**config.mk**
```make
export PLATFORM = sky130hd
export DESIGN_NAME = fifo_write_arbiter
export DESIGN_NICKNAME = d
export VERILOG_FILES = /design/src/rtl/fifo_arb_pkg.sv /design/src/rtl/fifo_write_arbiter_rr_pick.sv /design/src/rtl/fifo_write_arbiter.sv
export SDC_FILE = /design/constraint.sdc
export NUM_CORES = 1
export LEC_CHECK = 0
export ABC_AREA = 0
export BUFFER_PORTS_ARGS = -buffer_cell sky130_fd_sc_hd__buf_2
export CAP_MARGIN = 20
export CORE_MARGIN = 1
export CORE_UTILIZATION = 30
export DETAILED_ROUTE_END_ITERATION = 10
export SLEW_MARGIN = 40
export SYNTH_ARGS = -nofsm -noshare
export SYNTH_HDL_FRONTEND = slang
export SYNTH_SLANG_ARGS = --single-unit
```
**constraint.sdc**
```tcl
create_clock -name clk -period 1.47 [get_ports clk]
set_input_delay 0.0735 -clock clk [delete_from_list [all_inputs] [get_ports clk]]
set_output_delay 0.0735 -clock clk [all_outputs]
set_load 0.01 [all_outputs]
```
**src/rtl/fifo_arb_pkg.sv**
```systemverilog
// Shared types and sizing helpers for the round-robin FIFO write arbiter.
package fifo_arb_pkg;

   typedef enum logic {
      IDLE  = 1'b0,
      BURST = 1'b1
   } arb_state_t;

   localparam int N_REQ_DEFAULT     = 4;
   localparam int DATA_W_DEFAULT    = 8;
   localparam int BURST_MAX_DEFAULT = 4;

   // Bits needed to encode values 0..value-1, never less than one.
   function automatic int clog2(input int value);
      int width;
      width = 1;
      while ((1 << width) < value) width++;
      return width;
   endfunction

endpackage

```
**src/rtl/fifo_write_arbiter_rr_pick.sv**
```systemverilog
// Combinational round-robin picker: first set request searching upward from last+1.
module rr_pick
   import fifo_arb_pkg::*;
#(
   parameter int N_REQ = N_REQ_DEFAULT
) (
   input  logic [N_REQ-1:0]        req,
   input  logic [clog2(N_REQ)-1:0] last,
   output logic [clog2(N_REQ)-1:0] pick,
   output logic                    any
);

   localparam int ID_W = clog2(N_REQ);

   int idx;

   // Scan from the farthest offset down so the nearest request overwrites the rest.
   always_comb begin
      // NOTE: defaults first so every path assigns pick/idx and no latch is inferred.
      pick = '0;
      idx  = 0;
      for (int offset = N_REQ; offset >= 1; offset--) begin
         idx = (int'(last) + offset) % N_REQ;
         if (req[idx[ID_W-1:0]]) pick = idx[ID_W-1:0];
      end
   end

   assign any = |req;

endmodule

```
**src/rtl/fifo_write_arbiter.sv**
```systemverilog
// Round-robin write-side arbiter: grants one producer at a time a bounded burst into a shared FIFO.
module fifo_write_arbiter
   import fifo_arb_pkg::*;
#(
   parameter int N_REQ     = N_REQ_DEFAULT,
   parameter int DATA_W    = DATA_W_DEFAULT,
   parameter int BURST_MAX = BURST_MAX_DEFAULT
) (
   input  logic                      clk,
   input  logic                      reset,
   input  logic [N_REQ-1:0]          req_valid,
   input  logic [N_REQ*DATA_W-1:0]   req_data,
   output logic [N_REQ-1:0]          req_ready,
   input  logic                      fifo_full,
   output logic                      fifo_write_en,
   output logic [DATA_W-1:0]         fifo_data_in,
   output logic [clog2(N_REQ)-1:0]   grant_id,
   output logic                      busy
);

   localparam int ID_W  = clog2(N_REQ);
   localparam int CNT_W = clog2(BURST_MAX + 1);
   localparam logic [CNT_W-1:0] CNT_LAST = CNT_W'(BURST_MAX - 1);
   localparam logic [ID_W-1:0]  ID_LAST  = ID_W'(N_REQ - 1);

   arb_state_t       state;
   logic [ID_W-1:0]  owner;
   logic [ID_W-1:0]  last_grant;
   logic [ID_W-1:0]  pick_idx;
   logic [CNT_W-1:0] burst_cnt;
   logic             pick_any;
   logic             owner_valid;
   logic             write_now;

   rr_pick #(
      .N_REQ (N_REQ)
   ) u_rr_pick (
      .req  (req_valid),
      .last (last_grant),
      .pick (pick_idx),
      .any  (pick_any)
   );

   // fifo_full is used in the same cycle so a write can never land on a full FIFO.
   assign owner_valid   = req_valid[owner];
   assign write_now     = (state == BURST) && owner_valid && !fifo_full;
   assign fifo_write_en = write_now;
   assign fifo_data_in  = req_data[int'(owner)*DATA_W +: DATA_W];

   always_comb begin
      req_ready        = '0;
      req_ready[owner] = write_now;
   end

   always_ff @(posedge clk or negedge reset) begin
      if (!reset) begin
         // NOTE: sequential state uses non-blocking assignments so all registers update from pre-edge values.
         state      <= IDLE;
         owner      <= '0;
         grant_id   <= '0;
         last_grant <= ID_LAST;
         burst_cnt  <= '0;
         busy       <= 1'b0;
      end else begin
         case (state)
            IDLE: begin
               if (pick_any) begin
                  state     <= BURST;
                  owner     <= pick_idx;
                  grant_id  <= pick_idx;
                  burst_cnt <= '0;
                  busy      <= 1'b1;
               end
            end
            BURST: begin
               // Leaving clears the count so it never holds BURST_MAX.
               if (!owner_valid || (write_now && burst_cnt == CNT_LAST)) begin
                  state      <= IDLE;
                  busy       <= 1'b0;
                  last_grant <= owner;
                  burst_cnt  <= '0;
               end else if (write_now) begin
                  burst_cnt <= burst_cnt + 1'b1;
               end
            end
            default: begin
               state <= IDLE;
               busy  <= 1'b0;
            end
         endcase
      end
   end

endmodule

```
=== After elaboration in Yosys (flattened, before gate mapping) ===
Index checks and enable logic that the tools add are counted.
Widths: inputs -> output; s select.

* Register bits: 9
* Bits in latches: 0
* RAM bits: 0
* Memory bits (read-only): 0
* Input bits: 39
* Output and inout port bits: 16
* Word-level logic and storage cells: 61
* Memories kept: 0

* Add/subtract/negate cells: 5
* Multiply operators: 0
* Div/mod/pow operators: 0
* $lt $le $gt $ge: 6
* Equality and inequality tests: 4
* Shift-type cells: 1
* Mux-type cells: 26
* Bitwise operators: 2
* Reduce and logical (&&, ||, !) cells: 12

{| class="wikitable"
|+ Operators with widths
! operator !! number
|-
| $shiftx 32x6->8 || 1
|-
| $lt 2x3->1 const B || 5
|-
| $bmux 1 s2 || 5
|-
| $mux 1 || 10
|-
| $mux 3 || 3
|-
| $mux 2 || 4
|-
| $reduce_and 2->1 || 4
|-
| $pmux 3 s2 || 1
|-
| $add 2x1->2 const B || 2
|-
| $add 2x2->2 const B || 2
|-
| $and 4x4->4 || 1
|-
| $logic_and 1x1->1 || 4
|-
| $pmux 1 s2 || 2
|-
| $reduce_or 4->1 || 1
|-
| $add 3x1->3 const B || 1
|-
| $eq 3x2->1 const B || 1
|-
| $ne 3x1->1 const B || 1
|-
| $demux 1 s2 || 1
|-
| $ge 2x1->1 const B || 1
|-
| $logic_not 1->1 || 2
|-
| $ne 2x1->1 const B || 1
|-
| $ne 2x2->1 const B || 1
|-
| $logic_or 1x1->1 || 1
|-
| $not 1->1 || 1
|}

=== Logic depth before layout (Yosys ltp) ===
Gate-level depths: netlist of the first run.

* Depth after elaboration: 8
* Mapped depth: 5
* Gate-level depth less buffers: 5

=== Modules after synthesis ===
From an unflattened synthesis of the first run, not the netlist that was laid out.

* Cell total of the unflattened synthesis: 66
* Area, all modules: 764.5 um2

{| class="wikitable"
|+ By module, submodules not included
! module !! times used !! cells each !! area an instance (um2) !! seq. area each (um2)
|-
| fifo_write_arbiter || 1 || 52 || 673.1 || 227.7
|-
| rr_pick || 1 || 14 || 91.3 || 0.0
|}

=== Worst setup path before layout of the first run ===
No wires, ideal clock.

* Kind: reg-to-reg
* Start point: reg owner[0]
* End point: reg last_grant[0]
* Setup time: 82 ps
* Data arrival time: 1,564 ps
* Required time: 1,388 ps
* Path slack: -176 ps
* Cell stages (with the launch flop): 5
* Path buffers: 1
* Clock period less this slack: 1,646 ps
* Path through: dfrtp_1 -> buf_6 -> mux4_2 -> a21oi_4 -> mux2_4

* Cells in the longest elaborated chain, start to end: 7
* Elaborated cells between the ends (all ways): 8
* Those cells by class: mux: 2; reduce/logical: 6

{| class="wikitable"
|+ RTL lines
! what !! RTL line !! text
|-
| start, declared || fifo_write_arbiter.sv:27 || <nowiki>logic [ID_W-1:0] owner;</nowiki>
|-
| start signal, assigned || fifo_write_arbiter.sv:69 || <nowiki>owner <= pick_idx;</nowiki>
|-
| $bmux 1 s2 || fifo_write_arbiter.sv:45 || <nowiki>assign owner_valid = req_valid[owner];</nowiki>
|-
| $mux 1 (not written as such) || fifo_write_arbiter.sv:45 ||
|-
| $logic_and 1x1->1 (2 in a row) || fifo_write_arbiter.sv:46 || <nowiki>assign write_now = (state == BURST) && owner_valid && !fifo_full;</nowiki>
|-
| $logic_and 1x1->1 || fifo_write_arbiter.sv:77 || <nowiki>if (!owner_valid || (write_now && burst_cnt == CNT_LAST)) begin</nowiki>
|-
| $logic_or 1x1->1 || fifo_write_arbiter.sv:77 ||
|-
| $reduce_and 2->1 (no line) || -- ||
|-
| end signal, assigned || fifo_write_arbiter.sv:80 || <nowiki>last_grant <= owner;</nowiki>
|-
| end, declared || fifo_write_arbiter.sv:28 || <nowiki>logic [ID_W-1:0] last_grant;</nowiki>
|}

Parallel ways exist; a longest one is shown, timed or not. The select of a mux whose other input is x is not followed.
A chain may end at the register's enable or synchronous reset.

=== Worst setup path in the final report of the first run ===
* Start point: reg owner[0]
* End point: out fifo_write_en

* Cells in the longest elaborated chain, start to end: 4

{| class="wikitable"
|+ RTL lines
! what !! RTL line !! text
|-
| $bmux 1 s2 || fifo_write_arbiter.sv:45 ||
|-
| $mux 1 (not written as such) || fifo_write_arbiter.sv:45 ||
|-
| $logic_and 1x1->1 (2 in a row) || fifo_write_arbiter.sv:46 ||
|-
| end, declared || fifo_write_arbiter.sv:15 || <nowiki>output logic fifo_write_en,</nowiki>
|}

Every way passes these cells. The select of a mux whose other input is x is not followed.

==> results of run 1 <==
-- layer usage --
metal | global-route usage | share of wire
met1 | 0.166 | 0.41
met2 | 0.288 | 0.50
met4 | 0.0132 | 0
met3 | 0.0632 | 0.097
met5 | 0 | 0
-- repair_timing --
item	CTS	global route
setup endpoints to repair	15	18
cloned	1	0
endpoints found under the hold margin	9	0
resized for setup	12	15
pin swaps	1	1
hold buffers	1	0
buffers inserted	4	1
-- per-stage QoR --
| stage | setup TNS, ns | area [um^2] |
|---|---|---|
| global placement | -0.0186 | 1100 |
| floorplan | -0.500 | 791 |
| CTS | -1.09 | 1210 |
| finish | -1.01 | 1270 |
| detailed placement | -0.105 | 1100 |
| global route | -1.92 | 1270 |
-- flip-flops by register name (all words and copies together), names as in the netlist --
signal      cells
last_grant      2
busy            1
owner           2
burst_cnt       3
state           1
-- critical path, stage by stage, from the launching register on --
cell	delay, ns
dfrtp_2	0.41
mux4_2	0.58
and2_4	0.17
buf_6	0.11
-- report_power, final --
part | total [mW] | switching (mW) | leakage [nW] | internal, mW
combinational | 1.63 | 0.645 | 0.488 | 0.982
clock | 0.191 | 0.0861 | 0.0150 | 0.104
sequential | 0.492 | 0.113 | 0.106 | 0.379
total | 2.31 | 0.844 | 0.609 | 1.47
-- cells by family (layout without fill, tap and decap cells) --
| family | Yosys count | after routing |
|---|---|---|
| adder cells (fa/ha/maj) | 2 | 2 |
| buffers and inverters | 8 | 72 |
| AO/OA/AOI/OAI | 12 | 12 |
| AND/OR/NAND/NOR | 17 | 17 |
| multiplexers | 14 | 14 |
| flip-flops | 9 | 9 |
-- worst max-delay path by stage --
stage / endpoint / slack, ns / cells after the start / start
finish: fifo_write_en / -0.12 / 3 / owner[0]$_DFFE_PN0P_
detailed placement: last_grant[0]$_DFFE_PN1P_ / -0.05 / 3 / owner[0]$_DFFE_PN0P_
global placement: last_grant[1]$_DFFE_PN1P_ / -0.01 / 3 / owner[0]$_DFFE_PN0P_
global route: fifo_write_en / -0.18 / 3 / owner[0]$_DFFE_PN0P_
floorplan: last_grant[0]$_DFFE_PN1P_ / -0.18 / 4 / owner[0]$_DFFE_PN0P_
CTS: fifo_data_in[0] / -0.15 / 4 / owner[0]$_DFFE_PN0P_
-- layout by cell type, fill, tap and decap left out, types with 2 or more instances in the layout --
cell type and count:
and2_4 2, ha_1 2, mux4_2 9, inv_1 5, mux2_4 2, dfrtp_1 5, dfstp_2 2, mux2i_1 2
dfrtp_2 2, buf_6 11, clkbuf_4 3, a21oi_1 2, buf_4 4, nand2b_1 2, buf_2 46, and4b_1 2
-- layout make-up --
class                   count  area share
clock buffers               4      0.0207
inverters                   5      0.0148
multi-input cells          45       0.430
flip-flops and latches      9       0.182
well taps                  30      0.0296
repair buffers             63       0.323
==> flow_summary.json, run 1 <==
{
  "ys_ff_latch": 9,
  "vias_per_cell": 5.17,
  "violations": "negative setup slack",
  "preCtsSetupSlack_ns": -0.0487,
  "yosys.area.top_type": "dfrtp_1",
  "mappedNetlistArea_um2": 791,
  "synth_mux_area_frac": 0.353,
  "worst_slew_pin_slew_ns": 0.264,
  "drc": 0,
  "rsz0062_at_grt": "yes",
  "ff2ff_path_depth": 3,
  "final_util": 0.512,
  "pin_count": 55,
  "synth_top_family_by_area": "multiplexers",
  "setup_slack_ns": -0.124,
  "numPlacedInstances": 146,
  "syn-num-nets": 103,
  "syn_area_per_cell_um2": 12.8,
  "hold_slack_ns": 0.190,
  "final_nets": 168,
  "dp_hpwl_mm": 1.64,
  "end_kind": "output pin",
  "antenna_found_initial": 0,
  "routedWlPerCell_um": 14.6,
  "rows": 18,
  "drive_above_1_share": 0.722,
  "overflow": 0,
  "die_area_um2": 2850,
  "ant_nets": 0,
  "n_fill_cell": 228,
  "start_util": 0.319,
  "die_w_um": 53.3,
  "synth-edff-count": 0,
  "gp_congestion": 0.721,
  "multiInputGateArea_um2": 546,
  "yosys_warnings": 0,
  "drt_iter0_markers": 8,
  "leakage_nw": 0.609,
  "die_h_um": 53.3,
  "hold_class": "primary input to async pin",
  "vdd_drop_max_v": 0.00113,
  "cts_buffer_depth": 2,
  "yosys.area_share.adder": 0.0316,
  "crit_type": "register to output pin",
  "synth_ff_type": "dfrtp_1",
  "r2r_start": "owner[0]$_DFFE_PN0P_",
  "powerDensity_nw_per_um2": 1820,
  "drt_wl_total_mm": 2.28,
  "fin_crit_ns": 1.59,
  "grt_max_degree": 16,
  "fin_cells": 156,
  "status": "finished, violations left",
  "cts_tree": "done",
  "async_flop_share": 1.00,
  "final_max_slew_viol_count": 0,
  "arrival_ns": 1.52,
  "setup_violations": 14,
  "io_buffer_count": 54,
  "num_vias": 806,
  "synth_simple_gate_area_frac": 0.158,
  "track_usage": 0.155,
  "hold_viol": 0,
  "rrSetupSlack_ns": -0.10,
  "max_freq_mhz": 627,
  "core_um2": 2480,
  "critPathLaunchType": "register",
  "diodes": 0,
  "cap_violations": 0,
  "htreeDepth": 1,
  "synthCells": 62,
  "timing.rr.end": "last_grant[1]$_DFFE_PN1P_",
  "synth.yosys.seq_area_share": 0.288,
  "area_growth_pct": 60.3,
  "cts_buffers": 3,
  "dr.pass1.iters": 4,
  "ys_types": 33,
  "worstPathRequired_ns": 1.40,
  "seqCellArea_um2": 230,
  "grt_pass1_vias": 723,
  "grt_pass1_wl_mm": 3.12,
  "cp_max_fo": 4,
  "synth_common_cells": "7 x dfrtp_1, 5 x inv_1, 5 x mux4_2, 4 x mux4_1",
  "synth.most_common_cell": "dfrtp_1",
  "path_clk_slew_ns": 0.07,
  "synth_top_area_frac": 0.222,
  "clockRootBuffer": "clkbuf_4",
  "clk_latency_ns": 0.26,
  "yosys-top-cells-area": "dfrtp_1 22%, mux4_2 14%, mux4_1 13%, dfstp_2 6.6%, mux2_4 3.8%",
  "synth_compound_area_frac": 0.120,
  "synth_xor_area_frac": 0,
  "power_mw": 2.31,
  "cts_sinks": 9,
  "final.setup_skew_ns": 0.00985,
  "timing.final.crit_share": 1.08,
  "slew_headroom": 0.823
}
Note: power is estimated with default switching activity, not from simulation.
==> run 2, diff against run 1 <==
Settings changed: CORE_ASPECT_RATIO set to 1.1, CTS_CLUSTER_SIZE set to 20.
Clock period 1.47 ns to 1.5 ns, I/O delays scaled along.
==> flow_summary.json, run 2 (same netlist as run 1, synthesis figures left out) <==
{
  "status": "finished, violations left",
  "violations": "negative setup slack",
  "top_register": "burst_cnt",
  "rsz0062_at_grt": "yes",
  "final.setup_skew_ns": 0.00437,
  "slew_headroom": 0.857,
  "num_vias": 782,
  "use_met3": 0.0273,
  "pin_count": 55,
  "critPathLaunchType": "register",
  "cap_violations": 0,
  "start_util": 0.317,
  "final_max_slew_viol_count": 0,
  "critPathTopFamily": "multiplexers",
  "final_nets": 166,
  "cp_cell_sequence": "mux4_2, and2_4, buf_6",
  "hold_class": "primary input to register",
  "grt_pass1_vias": 761,
  "cpMaxStageDelayCell": "mux4_2",
  "slowest_delay_ns": 0.58,
  "n_fill_cell": 250,
  "setup_violations": 15,
  "timing.final.crit_share": 1.08,
  "area_growth_pct": 57.4,
  "seqCellArea_um2": 229,
  "core_um2": 2500,
  "cts_tree": "done",
  "die_area_um2": 2850,
  "track_usage": 0.153,
  "end_kind": "output pin",
  "clk_latency_ns": 0.27,
  "antenna_found_initial": 0,
  "grtUsageMet2": 0.256,
  "max_freq_mhz": 617,
  "powerDensity_nw_per_um2": 1750,
  "final_common_cell": "buf_2",
  "drive_above_1_share": 0.710,
  "hold_viol": 0,
  "cts_buffer_depth": 2,
  "grt_pass1_wl_mm": 3.26,
  "power_mw": 2.18,
  "critPathBufInv": 1,
  "cts_sinks": 9,
  "rows": 19,
  "overflow": 0,
  "path_clk_slew_ns": 0.07,
  "worstPathRequired_ns": 1.42,
  "fin_crit_ns": 1.62,
  "setup_slack_ns": -0.122,
  "gp_congestion": 0.820,
  "dr.pass1.iters": 4,
  "layout_common_cells": "51 x buf_2, 9 x mux4_2, 6 x dfrtp_1",
  "reg_top3": "burst_cnt (3), last_grant (2), owner (2)",
  "io_buffer_count": 54,
  "multiInputGateArea_um2": 554,
  "ant_nets": 0,
  "vdd_drop_max_v": 0.00123,
  "clockRootBuffer": "clkbuf_4",
  "leakage_nw": 0.606,
  "routedWlPerCell_um": 13.8,
  "die_w_um": 51.0,
  "drc": 0,
  "grt_max_degree": 16,
  "drt_wl_total_mm": 2.14,
  "rrSetupSlack_ns": -0.09,
  "drt_iter0_markers": 21,
  "grt.met1_usage": 0.182,
  "cp_max_fo": 3,
  "arrival_ns": 1.55,
  "worst_slew_pin_slew_ns": 0.213,
  "cts_buffers": 3,
  "top_usage_layer": "met2",
  "setup_tns_ns": -0.738,
  "htreeDepth": 1,
  "dp_hpwl_mm": 1.54,
  "crit_type": "register to output pin",
  "vias_per_cell": 5.05,
  "die_h_um": 55.8,
  "preCtsSetupSlack_ns": -0.0392,
  "largest_reg_flops": 3,
  "diodes": 0
}
==> run 2: changes by cell type in the layout (fill, tap and decap cells not counted) <==
| cell | delta |
|---|---|
| nor4bb_4 | +1 |
| buf_6 | -7 |
| clkbuf_16 | +1 |
| buf_12 | +1 |
| o22ai_2 | -1 |
| dfrtp_1 | +1 |
| o22ai_1 | +1 |
| buf_8 | -1 |
| buf_2 | +5 |
| nor4bb_1 | -1 |
| dfrtp_2 | -1 |
| buf_4 | -1 |
==> run 2: timing repair <==
item                                    4_1_cts  5_1_grt
gates resized for setup                       5       15
setup buffers                                 1        2
gates cloned                                  0        1
pin swaps                                     0        1
hold endpoints to repair                      9        0
hold buffers                                  1        0
endpoints found under the setup margin       11       19
==> run 2: path summary, 6_finish.rpt <==
| path | start | to | cells after the start |
|---|---|---|---|
| hold / removal | req_valid[2] | owner[0]$_DFFE_PN0P_ | 3 |
| min in group asynchronous | reset | owner[1]$_DFFE_PN0P_ | 2 |
| setup / recovery | owner[0]$_DFFE_PN0P_ | fifo_write_en | 3 |
| hold reg to reg | burst_cnt[0]$_DFFE_PN0P_ | burst_cnt[0]$_DFFE_PN0P_ | 1 |
| max in group asynchronous | reset | last_grant[1]$_DFFE_PN1P_ | 2 |
| setup reg to reg | owner[0]$_DFFE_PN0P_ | last_grant[0]$_DFFE_PN1P_ | 3 |
==> run 2: worst min-delay path: cells and delay by family <==
family	cells	cell delay [ns]
buffers and inverters	1	0.13
AOI/OAI and AO/OA	2	0.19
==> run 2: stage by stage <==
stage / hold WS, ns / std cells / cell area, um^2 / util
after floorplan: -0.221 / 62 / 791 / -
after global routing: 0.183 / 155 / 1240 / 0.499
final: 0.167 / 155 / 1240 / 0.499
after detailed placement: -0.0640 / 146 / 1090 / 0.439
after global placement: -0.0681 / 146 / 1090 / 0.439
after CTS: 0.166 / 152 / 1160 / 0.465
==> run 2: per-layer routing <==
| layer | part of all wire | vias to the layer above |
|---|---|---|
| met5 | 0 | - |
| met4 | 0.015 | 0 |
| met3 | 0.066 | 4 |
| met2 | 0.52 | 40 |
| met1 | 0.40 | 367 |
| li1 | - | 371 |
==> run 2: layout make-up <==
type,count,area share
clock buffer,4,0.0211
inverter,5,0.0151
multi-input combinational,45,0.445
sequential,9,0.184
tap,31,0.0312
timing repair buffer,61,0.304
==> run 2: power breakdown <==
part	switching [mW]	internal, mW
registers	0.108	0.369
logic	0.613	0.893
clock network	0.0942	0.103
==> run 3, diff against run 2 <==
==> constraint.sdc (replaced) <==
create_clock -name clk -period 1.5 [get_ports clk]
set_input_delay 0.075 -clock clk [delete_from_list [all_inputs] [get_ports clk]]
set_output_delay 0.075 -clock clk [all_outputs]
set_load 0.05 [all_outputs]
==> flow_summary.json, run 3 (same netlist as run 1, synthesis figures left out) <==
{
  "dr.pass1.iters": 4,
  "cap_violations": 0,
  "final_util": 0.522,
  "grt_max_degree": 16,
  "rows": 19,
  "critPathBufInv": 1,
  "crit_cells": 4,
  "grt_pass1_wl_mm": 3.77,
  "layout_common_cells": "41 x buf_2, 12 x buf_6, 9 x mux4_2",
  "end_kind": "register",
  "drt_wl_total_mm": 2.21,
  "cts_sinks": 9,
  "ff2ff_path_depth": 4,
  "ant_nets": 0,
  "dp_hpwl_mm": 1.59,
  "cts_tree": "done",
  "routedWlPerCell_um": 14.1,
  "cp_cell_sequence": "mux4_2, buf_6, a21oi_4, mux2_4",
  "diodes": 0,
  "holdPathStages": 3,
  "reg_top3": "burst_cnt (3), last_grant (2), owner (2)",
  "power.switching_mw": 1.40,
  "critPathTopFamily": "multiplexers",
  "critPathLaunchType": "register",
  "die_h_um": 55.8,
  "p_int_mw": 1.49,
  "htreeDepth": 1,
  "max_freq_mhz": 612,
  "die_w_um": 51.0,
  "grt_pass1_vias": 853,
  "final.setup_skew_ns": 0.000926,
  "arrival_ns": 1.82,
  "clk_latency_ns": 0.25,
  "pwr-share-comb": 0.767,
  "final_common_cell": "buf_2",
  "timing.final.crit_share": 1.09,
  "path_clk_slew_ns": 0.06,
  "setup_violations": 16,
  "swShare": 0.484,
  "worst_slew_pin_slew_ns": 0.274,
  "clock_power_share": 0.063,
  "cts_buffers": 3,
  "cpMaxStageDelayCell": "mux4_2",
  "vias_per_cell": 5.11,
  "vdd_drop_max_v": 0.00127,
  "powerDensity_nw_per_um2": 2210,
  "antenna_found_initial": 0,
  "hold_viol": 0,
  "worstPathRequired_ns": 1.68,
  "area_growth_pct": 64.9,
  "die_area_um2": 2850,
  "n_fill_cell": 254,
  "cts_buffer_depth": 2,
  "drive_above_1_share": 0.754,
  "top_register": "burst_cnt",
  "fin_crit_ns": 1.63,
  "power_frac_seq": 0.170,
  "rsz0062_at_grt": "yes",
  "track_usage": 0.171,
  "drc": 0,
  "violations": "negative setup slack",
  "status": "finished, violations left",
  "slew_headroom": 0.816,
  "overflow": 0,
  "largest_reg_flops": 3,
  "io_buffer_count": 54,
  "core_um2": 2500,
  "slowest_delay_ns": 0.53,
  "cp_max_fo": 3,
  "hold_class": "primary input to register",
  "final_max_slew_viol_count": 0,
  "final_nets": 168,
  "crit_type": "register to register",
  "drt_iter0_markers": 15,
  "setup_tns_ns": -1.01,
  "setup_slack_ns": -0.133,
  "start_util": 0.317,
  "gp_congestion": 0.781,
  "clockRootBuffer": "clkbuf_4",
  "num_vias": 802,
  "leakage_nw": 0.617,
  "pin_count": 55
}
==> run 3: stage by stage <==
step	std cells	total power [mW]	setup WS [ns]	hold slack, ns	cell area, um^2
after floorplan	62	1.89	-0.297	-0.221	813
after global placement	146	2.21	0.0107	-0.0678	1120
after detailed placement	146	2.24	-0.0196	-0.0646	1120
after CTS	156	2.81	-0.132	0.179	1280
after global routing	157	3.05	-0.163	0.215	1300
final	157	2.88	-0.133	0.188	1300
==> run 3: worst paths after layout <==
check,from,end,slack [ns]
max in group asynchronous,reset,last_grant[1]$_DFFE_PN1P_,1.06
max,owner[0]$_DFFE_PN0P_,last_grant[1]$_DFFE_PN1P_,-0.13
max reg2reg,owner[0]$_DFFE_PN0P_,last_grant[1]$_DFFE_PN1P_,-0.13
min,req_valid[2],owner[0]$_DFFE_PN0P_,0.19
min in group asynchronous,reset,busy$_DFFE_PN0P_,0.20
min reg2reg,burst_cnt[0]$_DFFE_PN0P_,burst_cnt[0]$_DFFE_PN0P_,0.49
==> run 3: routing by layer <==
metal,part of all wire,wire length (um),vias to the layer above,track usage
met3,0.081,178,2,0.0328
met1,0.38,841,385,0.210
met5,0,0,-,0
met4,0.0036,8,0,0.0476
li1,-,-,374,-
met2,0.53,1180,41,0.299
==> run 3: cell type report <==
type | instances | area, um^2 | share of cell area
Multi-Input combinational cell | 45 | 558 | 0.428
Timing Repair Buffer | 63 | 430 | 0.330
Sequential cell | 9 | 231 | 0.178
Tap cell | 31 | 38.8 | 0.0298
Clock buffer | 4 | 26.3 | 0.0202
Inverter | 5 | 18.8 | 0.0144
==> run 3: timing repair <==
action | CTS | global route
pin swaps | 2 | 2
endpoints found under the hold margin | 9 | 0
setup buffers | 5 | 1
endpoints found under the setup margin | 15 | 20
hold buffers | 1 | 0
resized for setup | 28 | 10
==> run 3: worst reg2reg max path: cells and delay by family, from the launching register on <==
family          cells  cell delay (ns)
compound gates      1             0.17
buf+inv             1             0.15
flops               1             0.39
mux                 2             0.84
==> run 3: power groups by stage <==
stage	Sequential (mW)	Clock, mW	Combinational, mW
2_1_floorplan	0.611	0	1.28
3_3_place_gp	0.468	0	1.74
3_5_place_dp	0.475	0	1.76
4_1_cts	0.480	0.189	2.14
5_1_grt	0.505	0.202	2.34
6_report	0.489	0.183	2.21
